<file path="src/rtl/i2s_rx_deser.sv">
// ---------------------------------------------------------------------------
// i2s_rx_deser
//   Philips I2S receiver: deserializes MSB-first, one-BCLK-delayed stereo
//   frames from already-synchronized BCLK/LRCLK/SDATA levels in the system
//   clock domain. BCLK rising edges are found by comparing the synchronized
//   level with its one-cycle-delayed copy.
//
// Parameters
//   DATA_W : captured sample width, MSB-justified in the slot (1..SLOT_W-1)
//   SLOT_W : BCLK periods per channel half-frame
//
// Ports
//   clk          : system clock (at least 4x BCLK)
//   reset_n      : asynchronous active-low reset
//   bclk_s       : synchronized BCLK level
//   lrclk_s      : synchronized LRCLK level (0 = left, 1 = right)
//   sdata_s      : synchronized serial data level
//   left_out     : last complete left sample (two's complement)
//   right_out    : last complete right sample
//   sample_valid : one-cycle strobe when left_out/right_out update
//   frame_err    : one-cycle strobe on a half-frame length mismatch
//   locked       : high once aligned to an LRCLK transition
// ---------------------------------------------------------------------------
module i2s_rx_deser #(
    parameter int DATA_W = 24,
    parameter int SLOT_W = 32
) (
    input  logic              clk,
    input  logic              reset_n,
    input  logic              bclk_s,
    input  logic              lrclk_s,
    input  logic              sdata_s,
    output logic [DATA_W-1:0] left_out,
    output logic [DATA_W-1:0] right_out,
    output logic              sample_valid,
    output logic              frame_err,
    output logic              locked
);

    // Counter must hold SLOT_W+1 so an overlong half is still distinguishable.
    localparam int CNT_W = $clog2(SLOT_W + 2);
    localparam logic [CNT_W-1:0] CNT_ZERO = {CNT_W{1'b0}};
    localparam logic [CNT_W-1:0] CNT_ONE  = CNT_W'(1);
    localparam logic [CNT_W-1:0] CNT_DATA = CNT_W'(DATA_W);
    localparam logic [CNT_W-1:0] CNT_SLOT = CNT_W'(SLOT_W);
    localparam logic [CNT_W-1:0] CNT_MAX  = CNT_W'(SLOT_W + 1);

    logic              bclk_q;
    logic              ws_prev_q,   ws_prev_d;
    logic [CNT_W-1:0]  half_cnt_q,  half_cnt_d;
    logic [DATA_W-1:0] shift_q,     shift_d;
    logic [DATA_W-1:0] left_hold_q, left_hold_d;
    logic              left_ok_q,   left_ok_d;
    logic [DATA_W-1:0] left_q,      left_d;
    logic [DATA_W-1:0] right_q,     right_d;
    logic              valid_q,     valid_d;
    logic              err_q,       err_d;
    logic              locked_q,    locked_d;
    logic              rise_s;

    assign rise_s       = bclk_s & ~bclk_q;
    assign left_out     = left_q;
    assign right_out    = right_q;
    assign sample_valid = valid_q;
    assign frame_err    = err_q;
    assign locked       = locked_q;

    // Next-state logic: everything except bclk_q advances only on a BCLK rise.
    always_comb begin
        ws_prev_d   = ws_prev_q;
        half_cnt_d  = half_cnt_q;
        shift_d     = shift_q;
        left_hold_d = left_hold_q;
        left_ok_d   = left_ok_q;
        left_d      = left_q;
        right_d     = right_q;
        locked_d    = locked_q;
        valid_d     = 1'b0;
        err_d       = 1'b0;

        if (rise_s) begin
            if (lrclk_s != ws_prev_q) begin
                // Transition rise: sdata here is the previous word's last
                // slot bit, so it is not captured.
                ws_prev_d  = lrclk_s;
                half_cnt_d = CNT_ONE;
                if (!locked_q) begin
                    // First transition only aligns; no completed half yet.
                    locked_d  = 1'b1;
                    left_ok_d = 1'b0;
                end else if (half_cnt_q == CNT_SLOT) begin
                    if (!ws_prev_q) begin
                        left_hold_d = shift_q;
                        left_ok_d   = 1'b1;
                    end else if (left_ok_q) begin
                        // Both channels publish together from a matched pair.
                        left_d    = left_hold_q;
                        right_d   = shift_q;
                        valid_d   = 1'b1;
                        left_ok_d = 1'b0;
                    end else begin
                        // Right half without a preceding good left: drop it.
                        left_ok_d = 1'b0;
                    end
                end else begin
                    err_d     = 1'b1;
                    left_ok_d = 1'b0;
                end
            end else begin
                // Slot positions 1..DATA_W carry the word, MSB first.
                if ((half_cnt_q != CNT_ZERO) && (half_cnt_q <= CNT_DATA)) begin
                    shift_d    = shift_q << 1;
                    shift_d[0] = sdata_s;
                end else begin
                    shift_d = shift_q;
                end
                if (half_cnt_q != CNT_MAX) begin
                    half_cnt_d = half_cnt_q + CNT_ONE;
                end else begin
                    half_cnt_d = CNT_MAX;
                end
            end
        end else begin
            half_cnt_d = half_cnt_q;
        end
    end

    // State and output registers.
    always_ff @(posedge clk or negedge reset_n) begin
        if (!reset_n) begin
            bclk_q      <= 1'b0;
            ws_prev_q   <= 1'b0;
            half_cnt_q  <= CNT_ZERO;
            shift_q     <= {DATA_W{1'b0}};
            left_hold_q <= {DATA_W{1'b0}};
            left_ok_q   <= 1'b0;
            left_q      <= {DATA_W{1'b0}};
            right_q     <= {DATA_W{1'b0}};
            valid_q     <= 1'b0;
            err_q       <= 1'b0;
            locked_q    <= 1'b0;
        end else begin
            bclk_q      <= bclk_s;
            ws_prev_q   <= ws_prev_d;
            half_cnt_q  <= half_cnt_d;
            shift_q     <= shift_d;
            left_hold_q <= left_hold_d;
            left_ok_q   <= left_ok_d;
            left_q      <= left_d;
            right_q     <= right_d;
            valid_q     <= valid_d;
            err_q       <= err_d;
            locked_q    <= locked_d;
        end
    end

endmodule

</file>
<file path="config.mk">
export PLATFORM = sky130hd
export DESIGN_NAME = i2s_rx_deser
export DESIGN_NICKNAME = d
export VERILOG_FILES = /design/src/rtl/i2s_rx_deser.sv
export SDC_FILE = /design/constraint.sdc
export NUM_CORES = 1
export LEC_CHECK = 0
export CAP_MARGIN = 5
export CORE_MARGIN = 5
export CORE_UTILIZATION = 54
export CTS_CLUSTER_DIAMETER = 200
export DETAILED_ROUTE_END_ITERATION = 7
export PLACE_DENSITY = 0.78
export SLEW_MARGIN = 20
export SYNTH_ARGS = -nofsm -noshare
export SYNTH_HDL_FRONTEND = slang
export SYNTH_SLANG_ARGS = --single-unit
</file>
<file path="constraint.sdc">
create_clock -name clk -period 2.85 [get_ports clk]
set_input_delay 0.285 -clock clk [delete_from_list [all_inputs] [get_ports clk]]
set_output_delay 0.285 -clock clk [all_outputs]
set_load 0.05 [all_outputs]
</file>
* Word level (Yosys, flattened, before mapping) *
Index checks and enable logic that the tools add are counted.

word-level totals
  register bits after elaboration = 108
  input port bits = 5
  output and inout bits = 51
  logic and storage cells = 41

cells by class
  $add $sub $neg = 1
  $lt $le $gt $ge = 1
  equality and inequality tests = 3
  multiplexer cells = 15
  bitwise logic cells = 4
  reduce and logical (&&, ||, !) cells = 6

operators with widths
  cell                                                  count
  2-to-1 mux 1 bit                                      13
  2-to-1 mux 6 bit                                      2
  adder 6 x 1 -> 6 bit (second input constant)          1
  == test 6 bit (second input constant)                 1
  <= comparator 6 x 5 -> 1 bit (second input constant)  1
  inequality test 6 bit (second input constant)         1
  AND reduction 6 bit                                   1
  nonzero test 6 bit                                    1
  AND reduction 5 bit                                   1
  inverter 1 bit                                        3
  AND reduction 3 bit                                   1
  AND reduction 2 bit                                   1
  AND 1 bit                                             1
  logical AND 1 bit                                     1
  inequality test 1 bit                                 1

* Depth between registers and ports, before layout *
Gate-level depths: netlist (run 1).

  word-level depth = 6
  mapped depth = 7
  mapped depth without buffers = 6

* Least setup slack after synthesis (run 1) *
OpenSTA, ideal clock, no wires.

  path kind = flip-flop to flip-flop
  start point = register half_cnt_q[0]
  end point = register shift_q[10]
  setup time = 0.125 ns
  data arrival time = 1.884 ns
  required time = 2.725 ns
  setup slack = 0.841 ns
  cell stages (with the launch flop) = 8
  path buffers = 1
  clock period less this slack = 2.009 ns
  cells stage by stage = dfrtp_1 > inv_1 > ha_1 > nor2b_1 > nor2_1 > a211oi_4 > buf_6 > mux2_2

between the ends
  cells in the longest elaborated chain, start to end = 3
  elaborated cells on any way between the ends = 4
  those cells by class = order compare (1); reduce/logical (3)

RTL lines
  item                                                                       RTL line  text
  start, declared                                                            50        logic [CNT_W-1:0] half_cnt_q, half_cnt_d;
  start signal, assigned                                                     145       half_cnt_q <= half_cnt_d;
  <= comparator 6 x 5 -> 1 bit / nonzero test 6 bit (equally long branches)  111       if ((half_cnt_q != CNT_ZERO) && (half_cnt_q <= CNT_DATA)) begin
  logical AND 1 bit (*)                                                      111
  AND reduction 3 bit (no line) (*)                                          -
  end signal, assigned                                                       134       shift_q <= {DATA_W{1'b0}};
  end signal, assigned                                                       146       shift_q <= shift_d;
  end, declared                                                              51        logic [DATA_W-1:0] shift_q, shift_d;

Every way passes the cells marked *; elsewhere a longest branch is shown, timed or not.
A chain may end at the register's enable or synchronous reset.

* Worst setup path after layout (run 1) *
  start point = register half_cnt_q[0]
  end point = register shift_q[14]

The elaborated chain is that of the path after synthesis.

==> results.txt, run 1 <==
The leakage component of the power came out at 0.002437 uW. The clock-pin slew on the worst setup and hold paths came out at 0.09 ns. The global routing stage identified its most utilized layer as met2. CTS placed an instance of clkbuf_8 at the clock tree root. In the global route stage, overall resource usage came out at 14.50%.

Synthesis produced a netlist with a net count of 276. The number of antenna violations at the first check in global routing came out at 0. The remaining global-route overflow is 0. The vertical extent of the die is 98.46 um. The detailed-route wire length per cell is 15.44 um. The routed via count is 2296.

Setup repair after global routing left no endpoint under its margin. By instance count, the leading cell after synthesis is dfrtp_1. By area the synthesized netlist is led by dfrtp_1 64%, mux2_2 26%, buf_6 1.1%.

In this run the cell area of the synthesized design comes to 4225 um2. The register-to-register path setup slack is 0.67 ns. In this design, the stage delay of the slowest critical-path cell is 0.42 ns. Entering global routing, the biggest net connects 67 pins. STA classifies the critical path startpoint as a flop. The distinct cell type count after synthesis is 31.

The synthesized area per cell is 15.77 um2. Setup violations remaining at the end of the flow were counted as 0. On the critical path the largest part of the delay comes from buffers and inverters. The number of post-CTS setup repair buffers is 0. The maximum clock rate came out at 459.2 MHz. For the worst setup path, the data required time is 3.09 ns. Clock tree synthesis inserted a total of 9 buffers. The starting utilization of the core area came out at 54.96%.

The global routing met3 resource utilization is 2.760%. The share of layout cells above drive strength 1 came out at 37.54%. The worst slew margin relative to its limit is 63.65%. The count of max-cap constraint violations is 0.

The net count of the finished layout is 338. The placed wire-length estimate is 4603 um. The met2 track demand over resource came out at 24.18%. Dividing total power by cell area gives a power density of 548.3 nW/um2. The final critical-path share of the clock period is 76.41%.

The signed area change from the synthesized netlist to the final layout is 20.02%. The number of global-route vias before repair came out at 2427. The flip-flop and latch count after synthesis came out at 108.

The proportion of netlist area held by the largest area contributor is 63.96%. VDD sags by at most 0.0002585 V. Overall power consumption after layout is estimated at 2780 uW. For this run, design rule violations remaining after detail routing come to 0. The total I/O pin count came out at 56. Counting flops with an async set or reset pin after synthesis yields a share of 100.0%.

The number of instances in the synthesized netlist came out at 268. The slowest stage of the critical path is the dfrtp_1 cell. The die width is 98.46 um. The worst path buffer plus inverter count came out at 2. The floorplan core area is 7687 um2.

Yosys mapped a number of flops with a built-in enable equal to 0. After the first detailed-routing iteration, the DRC count stood at 54. The die area is 9693 um2. The measured slew at the worst slew-check pin is 0.5452 ns. Row generation in the floorplan step produced 32 rows. The routed wire length is 6717 um. The largest fanout of any net on the critical path is 24.

The level count of the clock H-tree is 3. Before antenna repair, the detailed router went through 4 iterations. dfrtp_1 takes more of the synthesized area than any other cell. The first-pass GRT wire length came out at 11450 um.

Global routing used 19.07% of the available met1 tracks. The worst setup path is of the reg2reg kind. The number of clock sinks is 108. For this run, the leading register cell type out of synthesis is dfrtp_1. The filler cell count is 617. STA classifies the critical path endpoint as a flop. For this run, the number of Yosys warnings is 0. Gates resized during post-CTS repair numbered 0. The signal arrival time at the worst endpoint came out at 2.41 ns. The flow ran to the end, and the final reports show no timing, DRC or antenna violations.

The clock passes through at most 2 buffers. The antenna diode count is 0. The fraction of the yosys area taken by sequential cells is 63.96%.

The largest clock skew in the final design is 0.007660 ns. In the synthesized netlist, the cells that appear most often are 108 x dfrtp_1, 96 x mux2_2, 9 x nand2_1. The final estimated routing congestion in global placement came out at 0.7728. The worst path in the final design needs a cycle of 2.178 ns, including I/O delays and setup.

TritonCTS built the clock tree. In this run the worst hold path is classified as in2reg. The final-layout setup total negative slack is 0 ns.

The count of final hold-check violations is 0. In the routed layout, each cell is associated on average with a via count of 5.278. The later pin in the worst-skew pair is clocked with a latency of 0.35 ns.

The max-slew violation count was 0. Traced cell by cell, the critical path runs through inv_1 -> ha_1 -> nor2b_1 -> nor2_1 -> a211oi_4 -> buf_4 -> mux2_2. The antenna violation net count after detailed routing came out at 0. The count of buffers added on input and output ports is 55.
## worst paths after layout
check / start / end / cells after the start
setup / recovery: half_cnt_q[0]$_DFFE_PN0P_ / shift_q[14]$_DFFE_PN0P_ / 7
hold / removal: bclk_s / bclk_q$_DFF_PN0_ / 1
setup reg to reg: half_cnt_q[0]$_DFFE_PN0P_ / shift_q[14]$_DFFE_PN0P_ / 7
hold reg to reg: left_hold_q[5]$_DFFE_PN0P_ / left_out[5]$_DFFE_PN0P_ / 1
max in group asynchronous: reset_n / shift_q[20]$_DFFE_PN0P_ / 3
min in group asynchronous: reset_n / left_out[14]$_DFFE_PN0P_ / 2
## cell usage in the layout, fill, tap and decap left out
| cell | netlist | final |
|---|---|---|
| nand2b_1 | 1 | 1 |
| inv_1 | 3 | 3 |
| clkinv_2 | 0 | 2 |
| nor2_1 | 6 | 5 |
| o21ai_0 | 4 | 4 |
| nor2b_1 | 3 | 3 |
| nand2_1 | 9 | 9 |
| a21o_1 | 2 | 2 |
| a21o_2 | 1 | 1 |
| a21oi_1 | 3 | 3 |
| xor2_2 | 1 | 1 |
| o22ai_1 | 1 | 1 |
| mux2_2 | 96 | 96 |
| nand3_1 | 3 | 3 |
| buf_12 | 0 | 2 |
| clkbuf_8 | 0 | 10 |
| nor2_2 | 1 | 1 |
| and2_1 | 1 | 1 |
| o21ba_2 | 1 | 1 |
| buf_4 | 1 | 5 |
| a211oi_4 | 1 | 1 |
| a41oi_1 | 1 | 1 |
| nand4_1 | 1 | 1 |
| a22o_1 | 2 | 2 |
| dfrtp_1 | 108 | 108 |
| ha_1 | 3 | 3 |
| inv_6 | 0 | 1 |
| o31ai_1 | 1 | 1 |
| clkdlybuf4s50_1 | 0 | 54 |
| and3b_1 | 1 | 1 |
| or3_4 | 1 | 1 |
| clkinvlp_4 | 0 | 1 |
| nor3b_1 | 1 | 1 |
| nor2_4 | 0 | 1 |
| nor4b_4 | 1 | 1 |
| dlygate4sd3_1 | 0 | 1 |
## metrics by stage
stage	hold WS, ns	setup slack (ns)	cells	area (um2)	util (%)
finish	0.4438	0.6724	435	5071	65.97
global route	0.4425	0.5126	435	5071	65.97
CTS	0.4348	0.6575	435	5071	65.97
detailed placement	0.3113	0.4289	420	4897	63.70
global placement	0.3074	0.4867	420	4897	63.70
floorplan	-0.01059	0.8414	268	4225	-
## registers in the layout (all words and copies together) (netlist names)
register	cells
left_ok_q	1
left_hold_q	24
half_cnt_q	6
left_out	24
sample_valid	1
ws_prev_q	1
shift_q	24
frame_err	1
locked	1
bclk_q	1
right_out	24
## metal layers
layer	vias to the layer above	part of all wire, %
met4	0	1.4
li1	1065	-
met5	-	0
met1	1179	46
met2	43	50
met3	9	3.6
## layout make-up
| cell class | count | area, um2 | area share [%] |
|---|---|---|---|
| sequential | 108 | 2703 | 53.29 |
| multi-input combinational | 146 | 1438 | 28.35 |
| timing repair buffer | 62 | 628.1 | 12.39 |
| clock buffer | 10 | 137.6 | 2.714 |
| tap | 102 | 127.6 | 2.517 |
| clock inverter | 4 | 26.28 | 0.5181 |
| inverter | 3 | 11.26 | 0.2221 |
## cells by family (layout without fill, tap and decap cells)
| kind of cell | count (synthesis) | in the layout | share of synthesized area (%) |
|---|---|---|---|
| xor gates and xnor gates | 1 | 1 | 0.3851 |
| and+or+nand+nor | 29 | 29 | 3.939 |
| adders and majority gates | 3 | 3 | 0.8885 |
| buffers and inverters | 14 | 79 | 2.191 |
| muxes | 96 | 96 | 25.58 |
| DFF | 108 | 108 | 63.96 |
| AOI/OAI and AO/OA | 17 | 17 | 3.050 |
## timing repair
action / 4_1_cts / 5_1_grt
setup endpoints to repair: 0 / 0
endpoints found under the hold margin: 42 / 0
hold buffers: 1 / 0
## report_power, final
group	switching [uW]	internal, uW	total [uW]
Combinational	140	127	267
Sequential	101	1620	1720
Clock	459	332	792
Note: power is estimated with default switching activity, not from simulation.
==> run 2, diff against run 1 <==
==> constraint.sdc (replaced) <==
create_clock -name clk -period 2.1 [get_ports clk]
set_input_delay 0.21 -clock clk [delete_from_list [all_inputs] [get_ports clk]]
set_output_delay 0.21 -clock clk [all_outputs]
set_load 0.05 [all_outputs]
==> run 2 against run 1 <==
Clock-buffer cell count is the same. Critical path depth is the same. Flip-flop and latch count did not move. Routed wire length up 1.7%. Clock power grew 53%. Die area did not move. Critical endpoint is now shift_q[17]$_DFFE_PN0P_.
==> results.txt, run 2 (same netlist as run 1, synthesis figures left out) <==
The signed area change from the synthesized netlist to the final layout came out at 23.19%. The leakage component of the power came out at 0.002502 uW. The final critical-path required period came out at 1.993 ns.

The floorplan core area came out at 7687 um2. The TritonCTS clock tree is yes. Gates resized during post-CTS repair numbered 0. The source of the critical timing path is half_cnt_q[0]$_DFFE_PN0P_. The worst endpoint required time came out at 2.34 ns. The cell sitting at the root of the clock tree is a clkbuf_8. The measured slew at the worst slew-check pin is 0.5231 ns. The worst slew margin relative to its limit is 65.02%. The floorplan has 32 rows. At the end of the flow, the number of nets in the layout was 349.

The number of instances in the placed design came out at 431. The vertical extent of the die came out at 98.46 um. The startpoint of the worst-slack reg-to-reg timing path is half_cnt_q[0]$_DFFE_PN0P_. The type of element launching the critical path is a flop. The number of antenna violations at the first check in global routing is 0.

The wire-length estimate of the detail-placed layout is 4682 um. The signal arrival time at the worst endpoint came out at 2.23 ns. Of all nets on the critical path, the largest fanout is 24. The antenna diode count is 0. After detailed routing, the total wire length is 6830 um. The leading cell type in the layout, fill and taps excluded is dfrtp_1. The library cells used most frequently in the layout, excluding fill and tap cells, are 108 x dfrtp_1, 96 x mux2_2, 54 x clkdlybuf4s50_1. Dividing the final minimum period by the clock period gives 94.88%. Setup violations remaining at the end of the flow were counted as 0. The H-tree was split into 3 levels. The via count normalized by instance count is 5.206. The count of final hold-check violations came out at 0. The total overflow left after global routing is 0. The run finished with clean final reports.

The largest clock skew in the final design is 0.01455 ns. The signal on the critical path passes through inv_1 -> ha_1 -> nor2b_1 -> buf_4 -> a211oi_4 -> buf_12 -> mux2_2. The filler cell count came out at 593.

The total I/O pin count came out at 56. The post-detailed-route DRC marker count came out at 0. The depth of the critical timing path with buffers and inverters included is 7. The pin count of the biggest net entering global routing is 76. The number of global-route vias before repair is 2435. The highest ir drop seen on vdd is 0.0003693 V. The antenna violation net count after detailed routing is 0.

The length of the first detailed-routing pass in iterations is 4. The share of layout cells above drive strength 1 is 39.42%. The violation count after the first detailed-route iteration came out at 87. The detailed-route wire length per cell is 15.28 um. The number of buffers on the longest clock path is 2.

The worst stage delay on the critical path came out at 0.40 ns. The worst reg-to-reg path cell count is 7. The kind of cell with the highest combined delay along the critical path is buffers and inverters. The power density over the cells came out at 761.3 nW/um2.

The worst register-to-register path ends at shift_q[17]$_DFFE_PN0P_. The multi-input combinational cells in the finished layout cover a total of 1438 um2. The setup check on the worst reg-to-reg path leaves a slack of 0.11 ns. The starting utilization of the core area is 54.96%.

The maximum clock rate is 501.9 MHz. The clock latency reported for the late side of the worst-skew pair came out at 0.36 ns. The slowest cell on the critical path is dfrtp_1. The number of clock buffers added by TritonCTS is 9. The register area is 2703 um2. Setup repair after global routing left no endpoint under its margin. The worst hold path belongs to the class in2async. The overall fraction of global-route tracks in use came out at 15.15%.

Across the run, the number of max-cap violations was 0. STA classifies the critical path endpoint as a flop. The die width came out at 98.46 um. Summed over all failing endpoints, the final setup total negative slack is 0 ns.

Counting both buffers and inverters, the worst setup path holds a total of 3. The total power draw came out at 3962 uW. The congestion estimate from routability-driven global placement came to 0.7671. The post-route non-filler standard cell count came out at 447. The quantity of I/O buffers inserted on ports came out at 55. The worst setup path is of the reg2reg kind. The most critical setup path has its endpoint at shift_q[17]$_DFFE_PN0P_. The first-pass GRT wire length came out at 11770 um. The worst slack on hold paths is 0.2425 ns.

Clock tree synthesis found a total of 108 sinks. After clock tree synthesis, the clock-pin slew on the worst setup and hold paths is 0.09 ns. The routed via count came out at 2327. The max-slew violation count is 0. The floorplan step defined a die boundary enclosing 9693 um2.
==> run 2: worst min-delay path by stage <==
stage / startpoint / endpoint / slack [ns] / cells past startpoint
final: reset_n / right_out[20]$_DFFE_PN0P_ / 0.24 / 2
after global routing: reset_n / right_out[20]$_DFFE_PN0P_ / 0.25 / 2
after CTS: reset_n / right_out[20]$_DFFE_PN0P_ / 0.23 / 2
after detailed placement: reset_n / right_out[21]$_DFFE_PN0P_ / 0.08 / 1
after global placement: reset_n / right_out[20]$_DFFE_PN0P_ / 0.08 / 1
after floorplan: reset_n / bclk_q$_DFF_PN0_ / -0.09 / 0
==> run 2: routing by layer <==
layer	global-route usage [%]	share of wire, %	up-vias
met5	0	0	-
met2	23.56	48	41
li1	-	-	1093
met1	20.94	46	1182
met3	2.902	3.8	11
met4	6.618	1.7	0
==> run 2: metrics by stage <==
step | worst slack, ns | area, um2 | util, %
after floorplan | 0.09144 | 4225 | -
after global placement | -0.01465 | 5005 | 65.10
after detailed placement | -0.05711 | 5005 | 65.10
after CTS | 0.1048 | 5205 | 67.71
after global routing | 0.005305 | 5205 | 67.71
final | 0.1075 | 5205 | 67.71
==> run 2: final cells by class <==
type | count | area share (%)
well taps | 102 | 2.452
repair buffers | 73 | 14.13
multi-input cells | 146 | 27.62
inverters | 3 | 0.2163
clock buffers | 10 | 2.452
flip-flops and latches | 108 | 51.92
clock inverters | 5 | 1.202
==> run 2: where the power goes <==
part | internal, uW | switching, uW
Clock | 552 | 662
Sequential | 2200 | 122
Combinational | 215 | 211
Total | 2970 | 995
==> run 2: timing repair <==
item	in CTS	in global routing
buffers inserted	0	0
hold endpoints to repair	20	0
hold buffers	1	0
==> run 3, diff against run 2 <==
==> constraint.sdc (replaced) <==
create_clock -name clk -period 2.13 [get_ports clk]
set_input_delay 0.213 -clock clk [delete_from_list [all_inputs] [get_ports clk]]
set_output_delay 0.213 -clock clk [all_outputs]
set_load 0.05 [all_outputs]
==> run 3 against run 2 <==
Flip-flop and latch count unchanged. Sequential power about the same. Clock skew decreased by 0.0036 ns. Die area unchanged. Non-clock buffer count decreased by 3. Register-to-register slack about the same. Combinational power decreased by 11%. Cell area decreased by 0.38%. Final cell count decreased by 0.67%. First-iteration DRC count decreased by 24%. Power decreased by 1.5%. Critical path depth unchanged. Critical endpoint is now shift_q[1]$_DFFE_PN0P_. Highest routed layer unchanged.
==> results.txt, run 3 (same netlist as run 1, synthesis figures left out) <==
The share of layout cells above drive strength 1 is 39.18%. In this run the critical register-to-register path is launched from half_cnt_q[0]$_DFFE_PN0P_. The detailed-routed wire length on met3 came out at 253 um. The number of standard-cell rows in the floorplan came out at 32. The element type at the critical path end is a flop. The highest ir drop seen on vdd is 0.0004609 V. The capturing point of the worst reg2reg path is shift_q[1]$_DFFE_PN0P_. The final-layout setup total negative slack is 0 ns.

56 I/O pins were placed. The worst slack on hold paths came out at 0.3650 ns. Clock tree synthesis selected as its root buffer the cell clkbuf_8.

Clock tree synthesis found a total of 108 sinks. The worst setup path is launched from a flop. The via count normalized by instance count came out at 5.207.

The violation count after the first detailed-route iteration came out at 66. Total power for the finished layout comes to 3905 uW. The critical path endpoint is shift_q[1]$_DFFE_PN0P_. The first global-routing pass estimated 12030 um of wire. The length of the first detailed-routing pass in iterations is 4. The worst stage delay on the critical path came out at 0.42 ns. The net count of the finished layout came out at 346. The signed area change from the synthesized netlist to the final layout is 22.71%. The final critical-path share of the clock period is 94.54%. The leakage component of the power is 0.002493 uW. Static timing analysis puts the maximum clock frequency at 496.6 MHz. The measured slew at the worst slew-check pin came out at 0.5450 ns.

Counting cells, the worst reg-to-reg path comes to 7. The region available for standard cell placement spans 7687 um2. The max-slew violation count is 0. In this run the worst setup path begins at half_cnt_q[0]$_DFFE_PN0P_. The worst slew margin relative to its limit came out at 63.66%. The vertical extent of the die came out at 98.46 um. Measured along the x axis, the die boundary spans 98.46 um. Clock skew on the completed layout was measured at 0.01095 ns. The remaining global-route overflow came out at 0.

Along the worst path, the maximum fanout reaches 24. The overall fraction of global-route tracks in use is 15.56%. The total met2 wirelength after detailed routing is 3397 um. The signal arrival time at the worst endpoint came out at 2.26 ns. The core occupancy in the finished layout is 67.45%. The number of post-CTS setup repair buffers came out at 0. The clock latency reported for the late side of the worst-skew pair came out at 0.36 ns. The antenna diode count is 0. The power density over the cells is 753.1 nW/um2. The path class of the tightest hold or removal check is in2async. TritonCTS built the clock tree. The final-report setup violation count came out at 0. The number of buffers on the longest clock path is 2. On the critical path, the stage with the largest delay is an instance of dfrtp_1. The critical path goes through inv_1 -> ha_1 -> nor2b_2 -> nor2_1 -> a211oi_4 -> buf_12 -> mux2_2. The run finished with clean final reports.

The level count of the clock H-tree is 3. The count of buffers added on input and output ports is 55. The die area came out at 9693 um2.

The final route contains 2312 vias. Entering global routing, the biggest net connects 45 pins. The number of global-route vias before repair is 2470. The top layer used by detailed routing is met4. The number of antenna violations at the first check in global routing came out at 0. The worst endpoint required time is 2.37 ns. For this block, wires on met1 add up to 3253 um.

The detailed-route wire length per cell came out at 15.90 um. The clock-pin slew on the worst setup and hold paths is 0.10 ns. The post-detailed-route DRC marker count is 0. The path type of the worst setup path is reg2reg. The register-to-register path setup slack is 0.12 ns. The placed wire-length estimate is 4817 um. In the layout the commonest cells are 108 x dfrtp_1, 96 x mux2_2, 54 x clkdlybuf4s50_1. The count of final hold-check violations is 0. The final estimated routing congestion in global placement is 0.7608. The antenna violation net count after detailed routing came out at 0.

Subtracting the final worst setup slack from the clock period gives 2.014 ns. Setup repair after global routing left no endpoint under its margin. The number of buffers added by the clock tree synthesis step is 9. The starting utilization of the core area is 54.96%. The leading cell type in the layout, fill and taps excluded is dfrtp_1.

The routed wire length is 7060 um. The count of max-cap constraint violations came out at 0.
## run 3: cell types whose count changed in the layout (fill, tap and decap cells not counted), sizes merged
cell	before	now
clkinv	1	2
clkinvlp	2	1
buf	18	15
## run 3: worst min-delay path by stage
| stage | end |
|---|---|
| after CTS | bclk_q$_DFF_PN0_ |
| after global routing | bclk_q$_DFF_PN0_ |
| after global placement | right_out[20]$_DFFE_PN0P_ |
| after floorplan | bclk_q$_DFF_PN0_ |
| after detailed placement | right_out[20]$_DFFE_PN0P_ |
| final | left_hold_q[20]$_DFFE_PN0P_ |
## run 3: area by class of cell
class	instances	area, um2
clock buffers	10	127.6
clock inverters	5	62.56
fillers	592	2502
inverters	3	11.26
multi-input cells	146	1440
flip-flops and latches	108	2703
well taps	102	127.6
repair buffers	70	713.2
## run 3: power breakdown
part | internal [uW] | switching, uW | total (uW)
sequential | 2170 | 140 | 2310
combinational | 190 | 190 | 379
clock | 546 | 670 | 1220
total | 2910 | 1000 | 3900
## run 3: timing repair
item	in CTS	in global routing
hold buffers	1	0
resized for setup	0	1
endpoints found under the setup margin	0	24
hold endpoints to repair	41	0
## run 3: per-stage QoR
step | area, um2 | setup slack, ns | instances
final | 5185 | 0.1164 | 444
after global routing | 5185 | 0.006988 | 444
after CTS | 5182 | 0.02684 | 444
after detailed placement | 4982 | -0.02201 | 428
after global placement | 4982 | 0.008732 | 428
after floorplan | 4225 | 0.1214 | 268
## run 3: critical path, delay by kind of cell, from the launching register on
family,cells,cell delay [ns]
and+or+nand+nor,2,0.33
AOI/OAI and AO/OA,1,0.24
DFF,1,0.42
muxes,1,0.35
adders and majority gates,1,0.22
buffers and inverters,2,0.31
## run 3: layer usage
layer  GRT usage [%]  vias up
li1                -     1083
met1           20.96     1177
met2           24.49       40
met3           3.468       12
met4           6.723        0
met5               0        -
